==> config.mk <==
export PLATFORM = sky130hd
export DESIGN_NAME = lfsr_job_scheduler
export DESIGN_NICKNAME = d
export VERILOG_FILES = /design/src/rtl/lfsr_job_scheduler.sv
export SDC_FILE = /design/constraint.sdc
export NUM_CORES = 1
export LEC_CHECK = 0
export ABC_CLOCK_PERIOD_IN_PS = 6100
export CAP_MARGIN = 40
export CORE_MARGIN = 2
export CORE_UTILIZATION = 45
export CTS_BUF_LIST = sky130_fd_sc_hd__clkbuf_8
export CTS_CLUSTER_SIZE = 30
export DETAILED_ROUTE_END_ITERATION = 10
export PLACE_DENSITY = 0.89
export SLEW_MARGIN = 20
export SYNTH_ARGS = -nofsm -noshare
export SYNTH_HDL_FRONTEND = slang
export SYNTH_SLANG_ARGS = --single-unit
==> constraint.sdc <==
create_clock -name clk -period 6.1 [get_ports clk]
set_input_delay 0.915 -clock clk [delete_from_list [all_inputs] [get_ports clk]]
set_output_delay 0.915 -clock clk [all_outputs]
set_load 0.005 [all_outputs]
==> src/rtl/lfsr_job_scheduler.sv <==
// lfsr_job_scheduler
// Round-robin scheduler that shares one configurable 8-bit LFSR engine
// among NREQ requesters. One job is in flight at a time. The result is
// returned with the id of the requester that submitted it.
`timescale 1ns/1ps
module lfsr_job_scheduler #(
   parameter  int NREQ  = 4,
   parameter  int CNT_W = 8,
   localparam int ID_W  = $clog2(NREQ)
) (
   input  logic                  clk,
   input  logic                  reset,
   input  logic [NREQ-1:0]       req_valid,
   output logic [NREQ-1:0]       req_ready,
   input  logic [NREQ*8-1:0]     req_seed,
   input  logic [NREQ*8-1:0]     req_tap,
   input  logic [NREQ*CNT_W-1:0] req_steps,
   output logic                  rsp_valid,
   input  logic                  rsp_ready,
   output logic [ID_W-1:0]       rsp_id,
   output logic [7:0]            rsp_data,
   output logic                  busy
);

   typedef enum logic [1:0] {
      S_IDLE = 2'd0,
      S_RUN  = 2'd1,
      S_DONE = 2'd2
   } state_t;

   state_t           state_reg;
   state_t           state_next;

   logic [7:0]       lfsr_reg;
   logic [7:0]       tap_reg;
   logic [CNT_W-1:0] cnt_reg;
   logic [ID_W-1:0]  id_reg;
   logic [ID_W-1:0]  ptr_reg;

   logic [7:0]       seed_arr  [NREQ];
   logic [7:0]       tap_arr   [NREQ];
   logic [CNT_W-1:0] steps_arr [NREQ];

   logic             grant_found;
   logic [ID_W-1:0]  grant_idx;
   logic             grant_en;
   logic [ID_W:0]    cand;
   logic             feedback;

   // Unpack the per-requester job fields and build the one-hot ready vector.
   generate
      for (genvar gi = 0; gi < NREQ; gi++) begin : g_req
         assign seed_arr[gi]  = req_seed[8*gi +: 8];
         assign tap_arr[gi]   = req_tap[8*gi +: 8];
         assign steps_arr[gi] = req_steps[CNT_W*gi +: CNT_W];
         assign req_ready[gi] = grant_en && (grant_idx == ID_W'(gi));
      end
   endgenerate

   // Next bit entering the shift register: parity of the tapped bits.
   assign feedback = ^(lfsr_reg & tap_reg);

   // Winner search: first valid requester after the last winner, wrapping.
   always_comb begin
      grant_found = 1'b0;
      grant_idx   = '0;
      cand        = '0;
      for (int k = 1; k <= NREQ; k++) begin
         cand = {1'b0, ptr_reg} + (ID_W+1)'(k);
         if (cand >= (ID_W+1)'(NREQ)) begin
            cand = cand - (ID_W+1)'(NREQ);
         end
         if (!grant_found && req_valid[cand[ID_W-1:0]]) begin
            grant_found = 1'b1;
            grant_idx   = cand[ID_W-1:0];
         end
      end
   end

   // FSM state register.
   always_ff @(posedge clk or posedge reset) begin
      if (reset) begin
         state_reg <= S_IDLE;
      end else begin
         state_reg <= state_next;
      end
   end

   // FSM next-state logic; zero-step jobs skip RUN and complete at accept.
   always_comb begin
      state_next = state_reg;
      case (state_reg)
         S_IDLE: begin
            if (grant_en) begin
               state_next = (steps_arr[grant_idx] == '0) ? S_DONE : S_RUN;
            end
         end
         S_RUN: begin
            if (cnt_reg == CNT_W'(1)) begin
               state_next = S_DONE;
            end
         end
         S_DONE: begin
            if (rsp_ready) begin
               state_next = S_IDLE;
            end
         end
         default: state_next = S_IDLE;
      endcase
   end

   // FSM outputs; grants are only offered in IDLE and never while in reset.
   always_comb begin
      grant_en  = (state_reg == S_IDLE) && grant_found && !reset;
      rsp_valid = (state_reg == S_DONE);
      busy      = (state_reg != S_IDLE);
   end

   // Job datapath: latch the winner's job at accept, step the LFSR in RUN.
   always_ff @(posedge clk or posedge reset) begin
      if (reset) begin
         lfsr_reg <= '0;
         tap_reg  <= '0;
         cnt_reg  <= '0;
         id_reg   <= '0;
         ptr_reg  <= ID_W'(NREQ-1);
      end else begin
         case (state_reg)
            S_IDLE: begin
               if (grant_en) begin
                  lfsr_reg <= seed_arr[grant_idx];
                  tap_reg  <= tap_arr[grant_idx];
                  cnt_reg  <= steps_arr[grant_idx];
                  id_reg   <= grant_idx;
                  ptr_reg  <= grant_idx;
               end
            end
            S_RUN: begin
               lfsr_reg <= {lfsr_reg[6:0], feedback};
               cnt_reg  <= cnt_reg - CNT_W'(1);
            end
            default: begin
            end
         endcase
      end
   end

   assign rsp_data = lfsr_reg;
   assign rsp_id   = id_reg;

endmodule
==> results by group, run 1 <==
Die
  – Chip height: 76.7 µm
  – Width of the die: 76.7 µm
  – # rows: 26
  – I/O pin count: 119
  – Initial core utilization: 46.6%
  – Overall die area: 5890 µm²
  – Placeable core region: 5110 µm²

Logic synthesis
  – Post-synth design cell area: 2380 µm²
  – Mapped Avg Cell Area: 8.18 µm²
  – Post-synth EDFFs: 0
  – Top cell type by total area after synthesis: dfrtp_1
  – Post-synthesis instance total: 291
  – Flip-flop and latch count after synthesis: 30
  – Post-synthesis cell type count: 53
  – Share of flip-flops with an asynchronous set or reset after synthesis: 100%
  – Most frequently used cell type in the post-synthesis netlist: nand2_1
  – Warning count from the yosys run: 0
  – Syn nets: 396
  – Most area-consuming cells after synthesis: dfrtp_1 29%, nand2_1 12%, mux4_2 6.6%, a311oi_1 2.9%, o21ai_0 2.7%
  – Top cell type's share of synthesized area: 29.4%
  – Proportion of synthesized chip area in sequential cells: 31.7%
  – Synth cell count leaders: 77 x nand2_1, 28 x dfrtp_1, 13 x o21ai_0, 12 x clkbuf_1, 12 x nor2_1
  – Main flop type after synthesis: dfrtp_1

GRT
  – GRT overflow: 0
  – Antenna violations before repair: 0
  – GR Util All Layers: 25.5%
  – Vias in the first global route: 2595
  – Largest net degree at the start of global routing: 37
  – Wire length of the first global-routing pass: 12.1 mm

STA
  – Highest Clock Rate: 220 MHz
  – Max-slew headroom at the worst pin: 44.0%
  – Unrepaired setup endpoints after global routing: no
  – Worst path setup slack after routing: 1.56 ns
  – Pins over their slew limit: 0
  – Clock period minus worst slack: 4.54 ns
  – Fin Setup TNS: 0 ns
  – Setup Viol. Count Final: 0
  – Worst slew pin tran: 0.839 ns
  – Fraction of the cycle the final worst path needs: 74.4%
  – Clk_skew: 0.00275 ns
  – Final Hold Vio Count: 0

Setup path
  – Critical path buffers and inverters: 3
  – Most used cell along the critical path: clkdlybuf4s50_1
  – Worst-path cell with the longest stage delay: clkdlybuf4s50_1
  – Register-to-register setup slack: 3.27 ns
  – Cell type group with the largest total delay on the critical path: buffers and inverters
  – Crit Path Max Fanout: 36
  – Category of the worst setup path launch point: input pin
  – Kind of capture point of the worst setup path: primary output
  – Start-to-end type of the worst setup path: input pin to primary output
  – Data arrival time of the worst path: 3.62 ns
  – Critical Path RT: 5.18 ns
  – Worst-path cell chain: clkdlybuf4s50_1, and3b_1, or2_1, nor2_4, buf_4, nand2_1, nor2_1, clkdlybuf4s50_1
  – CP max stage delay: 0.65 ns

Route
  – Remaining antenna violation count after routing: 0
  – Via density per instance: 5.58
  – Total number of vias: 2636
  – Wire length after detailed routing: 7.47 mm
  – Count of routing violations after the opening detailed-route iteration: 177
  – Wire per inst: 15.8 µm
  – First drt pass iteration count: 5
  – Post-detailed-route DRC marker count: 0

Placed design
  – Placed wire-length estimate: 5.85 mm
  – Number of placed instances, taps included: 463
  – Final weighted congestion of routability-driven global placement: 0.845
  – Worst Setup Slack post-DPL: 1.58 ns
  – Total of buffers placed on input and output ports: 118

Clocking
  – Clock transition time at the flip-flop clock pins of the worst setup and hold paths: 0.06 ns
  – Clock Root Buffer: clkbuf_8
  – Number of buffers added to fix hold violations after cts: 0
  – CTS tree: built
  – Number of cells upsized or downsized after cts: 0
  – Number of setup buffers added after CTS: 0
  – Clock insertion delay at the later pin of the skew report: 0.28 ns
  – CTS max path bufs: 2
  – Count of H-tree levels built during CTS: 2
  – Number of CTS-inserted buffers: 5
  – Clock sinks: 30

Power
  – PD cells: 368 nW/µm²
  – Pleak: 0.00154 µW
  – Largest voltage drop on the vdd net: 0.234 mV

Finish
  – Synth-to-layout area growth: 54.8%
  – Final instance count without filler cells: 472
  – Final nets: 506
  – Ant diodes: 0
  – Ratio of cells with drive above 1 in the final layout: 7.96%

Outcome
  – Outcome: complete, no violations

Run
  – Number of maximum-capacitance constraint violations: 0

Min path
  – Hold/Removal Path Class: register to register
[metrics by stage]
stage | total power (µW) | hold WS [ns] | utilization [%] | instance area, µm²
floorplan | 929 | 0.450 | - | 2380
global placement | 1150 | 0.460 | 69.9 | 3570
detailed placement | 1190 | 0.471 | 70.2 | 3580
CTS | 1350 | 0.490 | 72.0 | 3680
global route | 1460 | 0.508 | 72.1 | 3680
finish | 1350 | 0.485 | 72.1 | 3680
[metal layers]
metal / part of all wire (%) / GRT usage (%) / up-vias
met3: 6.2 / 4.24 / 18
met4: 2.6 / 8.91 / 0
li1: - / - / 1263
met2: 50 / 42.8 / 129
met5: 0 / 0 / -
met1: 42 / 33.1 / 1226
[layout by cell type, fill, tap and decap left out, types with 4 or more instances in the layout]
cell / Yosys / layout
inv_1: 9 / 10
a311oi_1: 8 / 8
a211oi_1: 6 / 6
a21oi_1: 11 / 11
o21a_1: 4 / 4
a21o_1: 8 / 8
nand2b_1: 5 / 5
clkbuf_8: 0 / 6
clkdlybuf4s50_1: 0 / 118
buf_4: 2 / 5
a22oi_1: 8 / 8
nor3_1: 5 / 4
o21ai_0: 13 / 13
xnor2_1: 7 / 7
dfrtp_1: 28 / 28
mux4_2: 7 / 7
and3_1: 8 / 8
nand2_1: 77 / 77
nor2_1: 12 / 12
nor2b_1: 4 / 4
[worst min-delay path, delay by kind of cell, from the launching register on]
kind	cells	cell delay, ns
DFF	1	0.35
and+or+nand+nor	2	0.10
[final timing paths]
path	startpoint	end	cells after the start
max in group asynchronous	reset	cnt_reg[1]	3
hold reg to reg	rsp_id[0]	rsp_id[0]	2
min in group asynchronous	reset	cnt_reg[5]	2
setup reg to reg	ptr_reg[0]	state_reg[0]	7
hold / removal	rsp_id[0]	rsp_id[0]	2
setup / recovery	req_valid[3]	req_ready[2]	8
[layout make-up]
cell class | count | area, µm²
multi-input combinational | 231 | 1480
inverter | 9 | 33.8
clock inverter | 2 | 8.76
clock buffer | 6 | 82.6
sequential | 30 | 753
fill | 406 | 1420
timing repair buffer | 124 | 1230
tap | 70 | 87.6
[power breakdown]
part / leakage [µW] / switching (µW) / internal (µW)
Sequential: 0.000361 / 90.5 / 305
Clock: 0.0000524 / 72.5 / 89.2
Combinational: 0.00113 / 398 / 400
Total: 0.00154 / 561 / 793
[logic make-up (layout without fill, tap and decap cells)]
family | Yosys count | count (layout) | share of synthesized area (%)
AOI/OAI and AO/OA | 83 | 83 | 25.9
xor gates and xnor gates | 9 | 9 | 3.31
adders and majority gates | 2 | 2 | 1.05
buffers and inverters | 30 | 141 | 6.20
DFF | 30 | 30 | 31.7
muxes | 8 | 8 | 7.05
and+or+nand+nor | 129 | 129 | 24.8
Note: power is estimated with default switching activity, not from simulation.
==> run 2: changes to the inputs <==
--- a/config.mk
+++ b/config.mk
@@ -5,14 +5,14 @@
 export SDC_FILE = /design/constraint.sdc
 export NUM_CORES = 1
 export LEC_CHECK = 0
-export ABC_CLOCK_PERIOD_IN_PS = 6100
+export ABC_CLOCK_PERIOD_IN_PS = 4100
 export CAP_MARGIN = 40
 export CORE_MARGIN = 2
-export CORE_UTILIZATION = 45
+export CORE_UTILIZATION = 38
 export CTS_BUF_LIST = sky130_fd_sc_hd__clkbuf_8
 export CTS_CLUSTER_SIZE = 30
 export DETAILED_ROUTE_END_ITERATION = 10
-export PLACE_DENSITY = 0.89
+export PLACE_DENSITY = 0.8
 export SLEW_MARGIN = 20
 export SYNTH_ARGS = -nofsm -noshare
 export SYNTH_HDL_FRONTEND = slang
==> constraint.sdc (replaced) <==
create_clock -name clk -period 4.1 [get_ports clk]
set_input_delay 0.615 -clock clk [delete_from_list [all_inputs] [get_ports clk]]
set_output_delay 0.615 -clock clk [all_outputs]
set_load 0.005 [all_outputs]
==> run 2 against run 1 <==
Net effect: die area up 17%; largest cell class unchanged; critical path type unchanged; highest routed layer unchanged; worst setup slack worse by 1.1 ns; utilization fell by 10 points; clock skew is 0.0031 ns higher.
==> results by group, run 2 (same netlist as run 1, synthesis figures left out) <==
Placed design
  – Total of buffers placed on input and output ports: 118 (unchanged)
  – Final weighted congestion of routability-driven global placement: 0.833 (-1.4%)
  – Worst Setup Slack post-DPL: 0.531 ns (-1.05 ns)
  – Placed wire-length estimate: 6.00 mm (+2.4%)

Die
  – Chip height: 83.1 µm (+8.4%)
  – Overall die area: 6910 µm² (+17%)
  – Width of the die: 83.1 µm (+8.4%)
  – # rows: 28 (+7.7%)
  – I/O pin count: 119 (unchanged)
  – Placeable core region: 5990 µm² (+17%)
  – Initial core utilization: 39.7% (-6.9 points)

Setup path
  – Most used cell along the critical path: clkdlybuf4s50_1
  – Worst-path cell chain: clkdlybuf4s50_1, and3b_1, or2_1, nor2_4, nand2_1, nor2_1, clkdlybuf4s50_1
  – Category of the worst setup path launch point: input pin
  – Critical Path RT: 3.48 ns (-1.70 ns)
  – Worst-path cell with the longest stage delay: clkdlybuf4s50_1
  – CP max stage delay: 0.62 ns (-0.03 ns)
  – Kind of capture point of the worst setup path: primary output
  – Data arrival time of the worst path: 3.00 ns (-0.62 ns)
  – Start-to-end type of the worst setup path: input pin to primary output
  – Crit Path Max Fanout: 18 (-50%)

GRT
  – GRT overflow: 0 (unchanged)
  – Largest net degree at the start of global routing: 29 (-22%)
  – Vias in the first global route: 2547 (-1.8%)
  – Wire length of the first global-routing pass: 12.5 mm (+3.0%)
  – GR Util All Layers: 22.1% (-3.3 points)
  – Antenna violations before repair: 0 (unchanged)

STA
  – Unrepaired setup endpoints after global routing: no
  – Final Hold Vio Count: 0 (unchanged)
  – Clock period minus worst slack: 3.62 ns
  – Setup Viol. Count Final: 0 (unchanged)
  – Clk_skew: 0.00589 ns (+0.00314 ns)
  – Max-slew headroom at the worst pin: 52.0% (+7.9 points)
  – Fraction of the cycle the final worst path needs: 88.2%
  – Worst path setup slack after routing: 0.483 ns (-1.08 ns)
  – Fin Setup TNS: 0 ns (unchanged)
  – Pins over their slew limit: 0 (unchanged)
  – Highest Clock Rate: 276 MHz
  – Worst slew pin tran: 0.716 ns (-0.123 ns)

Route
  – Via density per instance: 5.46 (-2.3%)
  – Remaining antenna violation count after routing: 0 (unchanged)
  – Wire length after detailed routing: 7.49 mm (+0.29%)
  – Count of routing violations after the opening detailed-route iteration: 118 (-33%)
  – Post-detailed-route DRC marker count: 0 (unchanged)
  – Wire per inst: 15.6 µm (-1.4%)
  – Total number of vias: 2619 (-0.64%)
  – First drt pass iteration count: 4 (-1)

Power
  – PD cells: 547 nW/µm² (+49%)
  – Largest voltage drop on the vdd net: 0.280 mV (+20%)
  – Pleak: 0.00155 µW (+0.59%)

Clocking
  – Number of cells upsized or downsized after cts: 0 (unchanged)
  – Number of buffers added to fix hold violations after cts: 0 (unchanged)
  – Clock transition time at the flip-flop clock pins of the worst setup and hold paths: 0.07 ns (about the same)
  – Clock Root Buffer: clkbuf_8
  – CTS tree: built
  – Clock insertion delay at the later pin of the skew report: 0.28 ns (about the same)
  – Number of CTS-inserted buffers: 5 (unchanged)
  – CTS max path bufs: 2 (unchanged)
  – Count of H-tree levels built during CTS: 2 (unchanged)
  – Number of setup buffers added after CTS: 0 (unchanged)
  – Clock sinks: 30 (unchanged)

Outcome
  – Outcome: complete, no violations

Finish
  – Ratio of cells with drive above 1 in the final layout: 8.89% (+0.93 points)
  – Ant diodes: 0 (unchanged)
  – Synth-to-layout area growth: 56.2%
  – Commonest non-fill, non-tap cell in the layout: clkdlybuf4s50_1
  – Final nets: 509 (+0.59%)
  – Commonest non-fill, non-tap cells in the layout: 118 x clkdlybuf4s50_1, 77 x nand2_1, 28 x dfrtp_1, 13 x o21ai_0, 12 x nor2_1

Min path
  – Hold/Removal Path Class: register to register

Run
  – Number of maximum-capacitance constraint violations: 0 (unchanged)
==> run 2: through the flow <==
step	total power (µW)	std cells	utilization, %	hold slack, ns	instance area (µm²)
global placement	1740	470	60.1	0.460	3600
CTS	2030	479	61.9	0.482	3710
detailed placement	1780	471	60.3	0.466	3610
global route	2210	480	62.0	0.512	3720
floorplan	1380	291	-	0.450	2380
finish	2030	480	62.0	0.479	3720
==> run 2: final timing paths <==
path | from | to | slack, ns | depth (start not counted)
min | tap_reg[5] | tap_reg[5] | 0.48 | 1
min reg2reg | tap_reg[5] | tap_reg[5] | 0.48 | 1
max | req_valid[3] | req_ready[2] | 0.48 | 7
max reg2reg | ptr_reg[1] | state_reg[0] | 1.43 | 8
min in group asynchronous | reset | rsp_id[0] | 0.83 | 2
max in group asynchronous | reset | cnt_reg[1] | 2.73 | 3
==> run 2: per-layer routing <==
| layer | part of all wire [%] | global-route usage, % | vias to the layer above |
|---|---|---|---|
| li1 | - | - | 1270 |
| met1 | 44 | 29.1 | 1238 |
| met2 | 48 | 37.2 | 102 |
| met3 | 6.6 | 4.47 | 9 |
| met4 | 1.4 | 5.66 | 0 |
| met5 | 0 | 0 | - |
==> run 2: layout make-up <==
| class | instances | area [µm²] |
|---|---|---|
| tap | 75 | 93.8 |
| inverter | 9 | 33.8 |
| timing repair buffer | 127 | 1260 |
| sequential | 30 | 753 |
| clock inverter | 2 | 12.5 |
| fill | 505 | 2270 |
| clock buffer | 6 | 82.6 |
| multi-input combinational | 231 | 1480 |
==> run 2: critical path: cells and delay by family <==
| kind | cells | cell delay, ns |
|---|---|---|
| buffers and inverters | 2 | 1.15 |
| and+or+nand+nor | 5 | 1.22 |
==> run 2: power breakdown <==
part           internal, µW  switching, µW
sequential              453            131
clock                   135            118
combinational           609            589
total                  1200            838
==> run 3: changes to the inputs <==
--- a/config.mk
+++ b/config.mk
@@ -13,7 +13,6 @@
 export CTS_CLUSTER_SIZE = 30
 export DETAILED_ROUTE_END_ITERATION = 10
 export PLACE_DENSITY = 0.8
-export SLEW_MARGIN = 20
 export SYNTH_ARGS = -nofsm -noshare
 export SYNTH_HDL_FRONTEND = slang
 export SYNTH_SLANG_ARGS = --single-unit
==> run 3 against run 2 <==
Net effect: flip-flop and latch count is the same; first-iteration DRC count grew 6.8%; via count shrank 1.0%; register-to-register slack is essentially flat; combinational power is essentially flat.
==> results by group, run 3 (same netlist as run 1, synthesis figures left out) <==
Setup path
  – Origin of the worst setup path: req_valid[3]
  – Critical Path RT: 3.48 ns (about the same)
  – End of the worst register-to-register path: state_reg[0]
  – Start-to-end type of the worst setup path: input pin to primary output
  – Kind of capture point of the worst setup path: primary output
  – Register-to-register setup slack: 1.43 ns (about the same)
  – Critical R2R Launch: ptr_reg[1]
  – Worst-path cell chain: clkdlybuf4s50_1, and3b_1, or2_1, nor2_4, nand2_1, nor2_1, clkdlybuf4s50_1
  – Worst-path cell with the longest stage delay: clkdlybuf4s50_1
  – Data arrival time of the worst path: 2.98 ns (-0.02 ns)
  – Destination of the critical timing path: req_ready[2]
  – Critical path buffers and inverters: 2 (unchanged)
  – Crit Path Max Fanout: 18 (unchanged)
  – CP max stage delay: 0.62 ns (about the same)
  – Category of the worst setup path launch point: input pin
  – Number of gates on the worst path with buffers counted: 7 (unchanged)
  – Worst r2r path cells: 8 (unchanged)
  – Cell type group with the largest total delay on the critical path: simple AND/OR/NAND/NOR gates
  – Most used cell along the critical path: clkdlybuf4s50_1

Run
  – Number of maximum-capacitance constraint violations: 0 (unchanged)

Finish
  – Ratio of cells with drive above 1 in the final layout: 8.66% (-0.23 points)
  – Final nets: 508 (-0.20%)
  – Commonest non-fill, non-tap cells in the layout: 118 x clkdlybuf4s50_1, 77 x nand2_1, 28 x dfrtp_1, 13 x o21ai_0, 12 x nor2_1
  – Final core utilization: 61.9% (-0.13 points)
  – Commonest non-fill, non-tap cell in the layout: clkdlybuf4s50_1
  – Count of filler cells inserted in the layout: 507 (+0.40%)
  – Ant diodes: 0 (unchanged)
  – Area taken by flip-flops and latches: 753 µm² (unchanged)
  – Multi-input combinational cell area: 1480 µm² (unchanged)
  – Synth-to-layout area growth: 55.8%

STA
  – Fraction of the cycle the final worst path needs: 87.7% (-0.57 points)
  – Highest Clock Rate: 278 MHz (+0.65%)
  – Unrepaired setup endpoints after global routing: no
  – Clk_skew: 0.00561 ns (-0.000280 ns)
  – Pins over their slew limit: 0 (unchanged)
  – Worst slew pin tran: 0.883 ns (+0.167 ns)
  – Final Hold Vio Count: 0 (unchanged)
  – Max-slew headroom at the worst pin: 41.0% (-11 points)
  – Fin Setup TNS: 0 ns (unchanged)
  – Setup Viol. Count Final: 0 (unchanged)
  – Clock period minus worst slack: 3.59 ns (-0.0233 ns)

Clocking
  – CTS tree: built
  – Number of cells upsized or downsized after cts: 0 (unchanged)
  – Number of buffers added to fix hold violations after cts: 0 (unchanged)
  – Clock transition time at the flip-flop clock pins of the worst setup and hold paths: 0.07 ns (about the same)
  – Clock sinks: 30 (unchanged)
  – Clock Root Buffer: clkbuf_8
  – Count of H-tree levels built during CTS: 2 (unchanged)
  – Number of setup buffers added after CTS: 0 (unchanged)
  – Number of CTS-inserted buffers: 5 (unchanged)
  – Clock insertion delay at the later pin of the skew report: 0.29 ns (about the same)
  – CTS max path bufs: 2 (unchanged)

GRT
  – GR Util All Layers: 22.1% (unchanged)
  – GRT overflow: 0 (unchanged)
  – Vias in the first global route: 2547 (unchanged)
  – Wire length of the first global-routing pass: 12.5 mm (unchanged)
  – Largest net degree at the start of global routing: 29 (unchanged)
  – Antenna violations before repair: 0 (unchanged)

Die
  – Chip height: 83.1 µm (unchanged)
  – Overall die area: 6910 µm² (unchanged)
  – # rows: 28 (unchanged)
  – Width of the die: 83.1 µm (unchanged)
  – I/O pin count: 119 (unchanged)
  – Initial core utilization: 39.7% (unchanged)
  – Placeable core region: 5990 µm² (unchanged)

Route
  – Wire length after detailed routing: 7.46 mm (-0.40%)
  – Via density per instance: 5.41 (-0.82%)
  – Total number of vias: 2592 (-1.0%)
  – Post-detailed-route DRC marker count: 0 (unchanged)
  – Remaining antenna violation count after routing: 0 (unchanged)
  – Count of routing violations after the opening detailed-route iteration: 126 (+6.8%)
  – Wire per inst: 15.6 µm (-0.19%)
  – First drt pass iteration count: 4 (unchanged)

Placed design
  – Total of buffers placed on input and output ports: 118 (unchanged)
  – Placed wire-length estimate: 6.00 mm (unchanged)
  – Final weighted congestion of routability-driven global placement: 0.833 (unchanged)

Power
  – PD cells: 547 nW/µm² (about the same)
  – Pleak: 0.00155 µW (-0.28%)
  – Proportion of power drawn by combinational gates: 58.8% (about the same)
  – Switch share: 41.2% (about the same)
  – Largest voltage drop on the vdd net: 0.280 mV (-0.12%)
  – Part of the total power dissipated in the clock network: 12.4% (about the same)
  – Part of the power in registers: 28.8% (about the same)
  – Net switching power: 836 µW (-0.23%)
  – Total internal power: 1190 µW (-0.34%)

Min path
  – Hold/Removal Path Class: register to register
  – Worst Hold Launch: tap_reg[5]

Outcome
  – Outcome: complete, no violations
-- run 3: changes by cell type in the layout (fill, tap and decap cells not counted) --
cell / delta
buf_4: -1
-- run 3: through the flow --
step                cell area (µm²)  setup WS [ns]  hold WS (ns)  power [µW]  std cells
global placement               3600          0.545         0.460        1740        470
detailed placement             3610          0.531         0.466        1780        471
global route                   3710          0.347         0.512        2200        479
floorplan                      2380           1.38         0.450        1380        291
CTS                            3710          0.502         0.482        2030        479
finish                         3710          0.506         0.479        2030        479
-- run 3: layout make-up --
cell class / count / area share (%)
inverter: 9 / 0.911
sequential: 30 / 20.3
clock buffer: 6 / 2.23
timing repair buffer: 126 / 33.7
tap: 75 / 2.53
clock inverter: 2 / 0.337
multi-input combinational: 231 / 40.0
-- run 3: power by group through the flow --
| stage | logic (µW) | clock network (µW) | registers, µW |
|---|---|---|---|
| 5_1_grt | 1320 | 269 | 610 |
| 3_5_place_dp | 1200 | 0 | 583 |
| 6_report | 1190 | 252 | 584 |
| 4_1_cts | 1200 | 254 | 582 |
| 3_3_place_gp | 1160 | 0 | 578 |
| 2_1_floorplan | 837 | 0 | 546 |
-- run 3: layer usage --
layer  vias up  global-route usage, %  wire length (µm)
li1       1267                      -                 -
met1      1227                   29.1              3310
met2        88                   37.2              3610
met3        10                   4.47               434
met4         0                   5.66               106
met5         -                      0                 0
-- run 3: how the worst min path moves through the flow --
stage	to	slack [ns]	cells after the start
after floorplan	tap_reg[0]	0.45	1
after global placement	tap_reg[0]	0.46	1
after detailed placement	tap_reg[0]	0.47	1
after CTS	tap_reg[0]	0.48	1
after global routing	tap_reg[1]	0.51	1
final	tap_reg[5]	0.48	1
==> RTL edit, RTL diff (settings of run 1) <==
`NREQ`: 4 -> 8.
--- a/src/rtl/lfsr_job_scheduler.sv
+++ b/src/rtl/lfsr_job_scheduler.sv
@@ -4,7 +4,7 @@
 // returned with the id of the requester that submitted it.
 `timescale 1ns/1ps
 module lfsr_job_scheduler #(
-   parameter  int NREQ  = 4,
+   parameter  int NREQ  = 8,
    parameter  int CNT_W = 8,
    localparam int ID_W  = $clog2(NREQ)
 ) (
Ports: changed (6 resized); port bits go from 119 to 224. No check against the original RTL was run, so the function may have changed too.
==> RTL edit against run 1 <==
- design area up 94%
- global-route usage is 7.5 points higher
- sequential cell count up 2
- register-to-register slack worse by 2500 ps
- area after synthesis increased by 99%
- wire length rose to 2.6 times the old value
- largest cell class unchanged
- critical path type is now flip-flop to output port
- hold slack better by 1.2 ps
- clock skew up 4.8 ps
- worst setup slack got worse by 1300 ps
- maximum frequency is 22% lower
- synthesized cell count increased by 91%
Power is not shown: default switching activity piles up to over one toggle a cycle in this logic, so the estimate is an artifact.
==> RTL edit: results (changes against run 1) <==
Cell variety after synth 71 (+34%); via density per instance 6.24 (+12%); port bufs 223 (+89%); 1st-iter DRT viols 429 (+140%); outcome completed; Cells after Synth 557 (+91%); crit path capture req_ready[5]; layout cells sized above 1 9.02% (+1.1 points); WP data arrival 4890 ps (+1270 ps); reg2reg path depth 13 (+6); xor-xnor portion of the synthesized cell area 1.85% (-1.5 points); GRT Util Overall 33.0% (+7.5 points); Post-Synth Adder-Cell Area 1.06% (+0.0067 points); drt total wl 19100 µm (+160%); met3 wire length 1860 µm (+300%); compound-cell area share of the yosys netlist 23.7% (-2.2 points); Seq cells post-synth 32 (+6.7%); Clock Skews 7.53 ps (+4.78 ps); Synth area leaders mux2i_1 (23%), dfrtp_1 (15%), mux4_2 (7.1%); type of the worst setup path flip-flop to output port; FF-to-FF End tap_reg[2]$_DFFE_PP0P_; synth cell count leaders mux2i_1 (111), nand2_1 (47), nor2_1 (42); sequential fraction of the synthesis area 17.0% (-15 points); met1 GRT Util 44.8% (+12 points); syn_nets 764 (+93%); CP max stage cell or4b_1; met2 usage 53.8% (+11 points); initial antenna violation count 1 (+1); CP delay by family, top simple AND/OR/NAND/NOR gates; GP Congestion 0.950 (+12%); Placed Cells incl. Taps 893 (+93%); r2r setup slk 760 ps (-2510 ps)
RTL edit: cell types whose count changed in the layout (fill, tap and decap cells not counted), moves of 8 or more:
cell / before / now
a22oi_1: 8 / 17
nand3_1: 3 / 26
mux2_2: 0 / 12
mux2i_1: 1 / 111
o211ai_1: 3 / 28
o21ai_0: 13 / 29
nand2_1: 77 / 47
clkdlybuf4s50_1: 118 / 223
nor2_1: 12 / 40
inv_1: 10 / 21
nor3_1: 4 / 13
buf_4: 5 / 15
mux4_2: 7 / 15
RTL edit: through the flow:
step                utilization (%)  cell area [µm²]  setup WS (ps)
floorplan                         -             4730            859
global placement               68.8             7070            437
detailed placement             68.8             7070            364
CTS                            69.7             7160            347
global route                   69.7             7160            110
finish                         69.7             7160            297
RTL edit: worst min-delay path by stage:
stage,from,end,slack (ps)
floorplan,tap_reg[0]$_DFFE_PP0P_,tap_reg[0]$_DFFE_PP0P_,450
global placement,tap_reg[0]$_DFFE_PP0P_,tap_reg[0]$_DFFE_PP0P_,460
detailed placement,tap_reg[0]$_DFFE_PP0P_,tap_reg[0]$_DFFE_PP0P_,480
CTS,tap_reg[0]$_DFFE_PP0P_,tap_reg[0]$_DFFE_PP0P_,490
global route,rsp_id[0]$_DFFE_PP0P_,rsp_id[0]$_DFFE_PP0P_,530
finish,tap_reg[0]$_DFFE_PP0P_,tap_reg[0]$_DFFE_PP0P_,490
RTL edit: area by class of cell:
type                       instances  area, µm²  area share, %
antenna                            1       2.50         0.0349
clock buffer                       6       82.6           1.15
clock inverter                     2       7.51          0.105
inverter                          20       75.1           1.05
multi-input combinational        467       3680           51.3
sequential                        32        805           11.2
tap                              136        170           2.38
timing repair buffer             238       2340           32.7
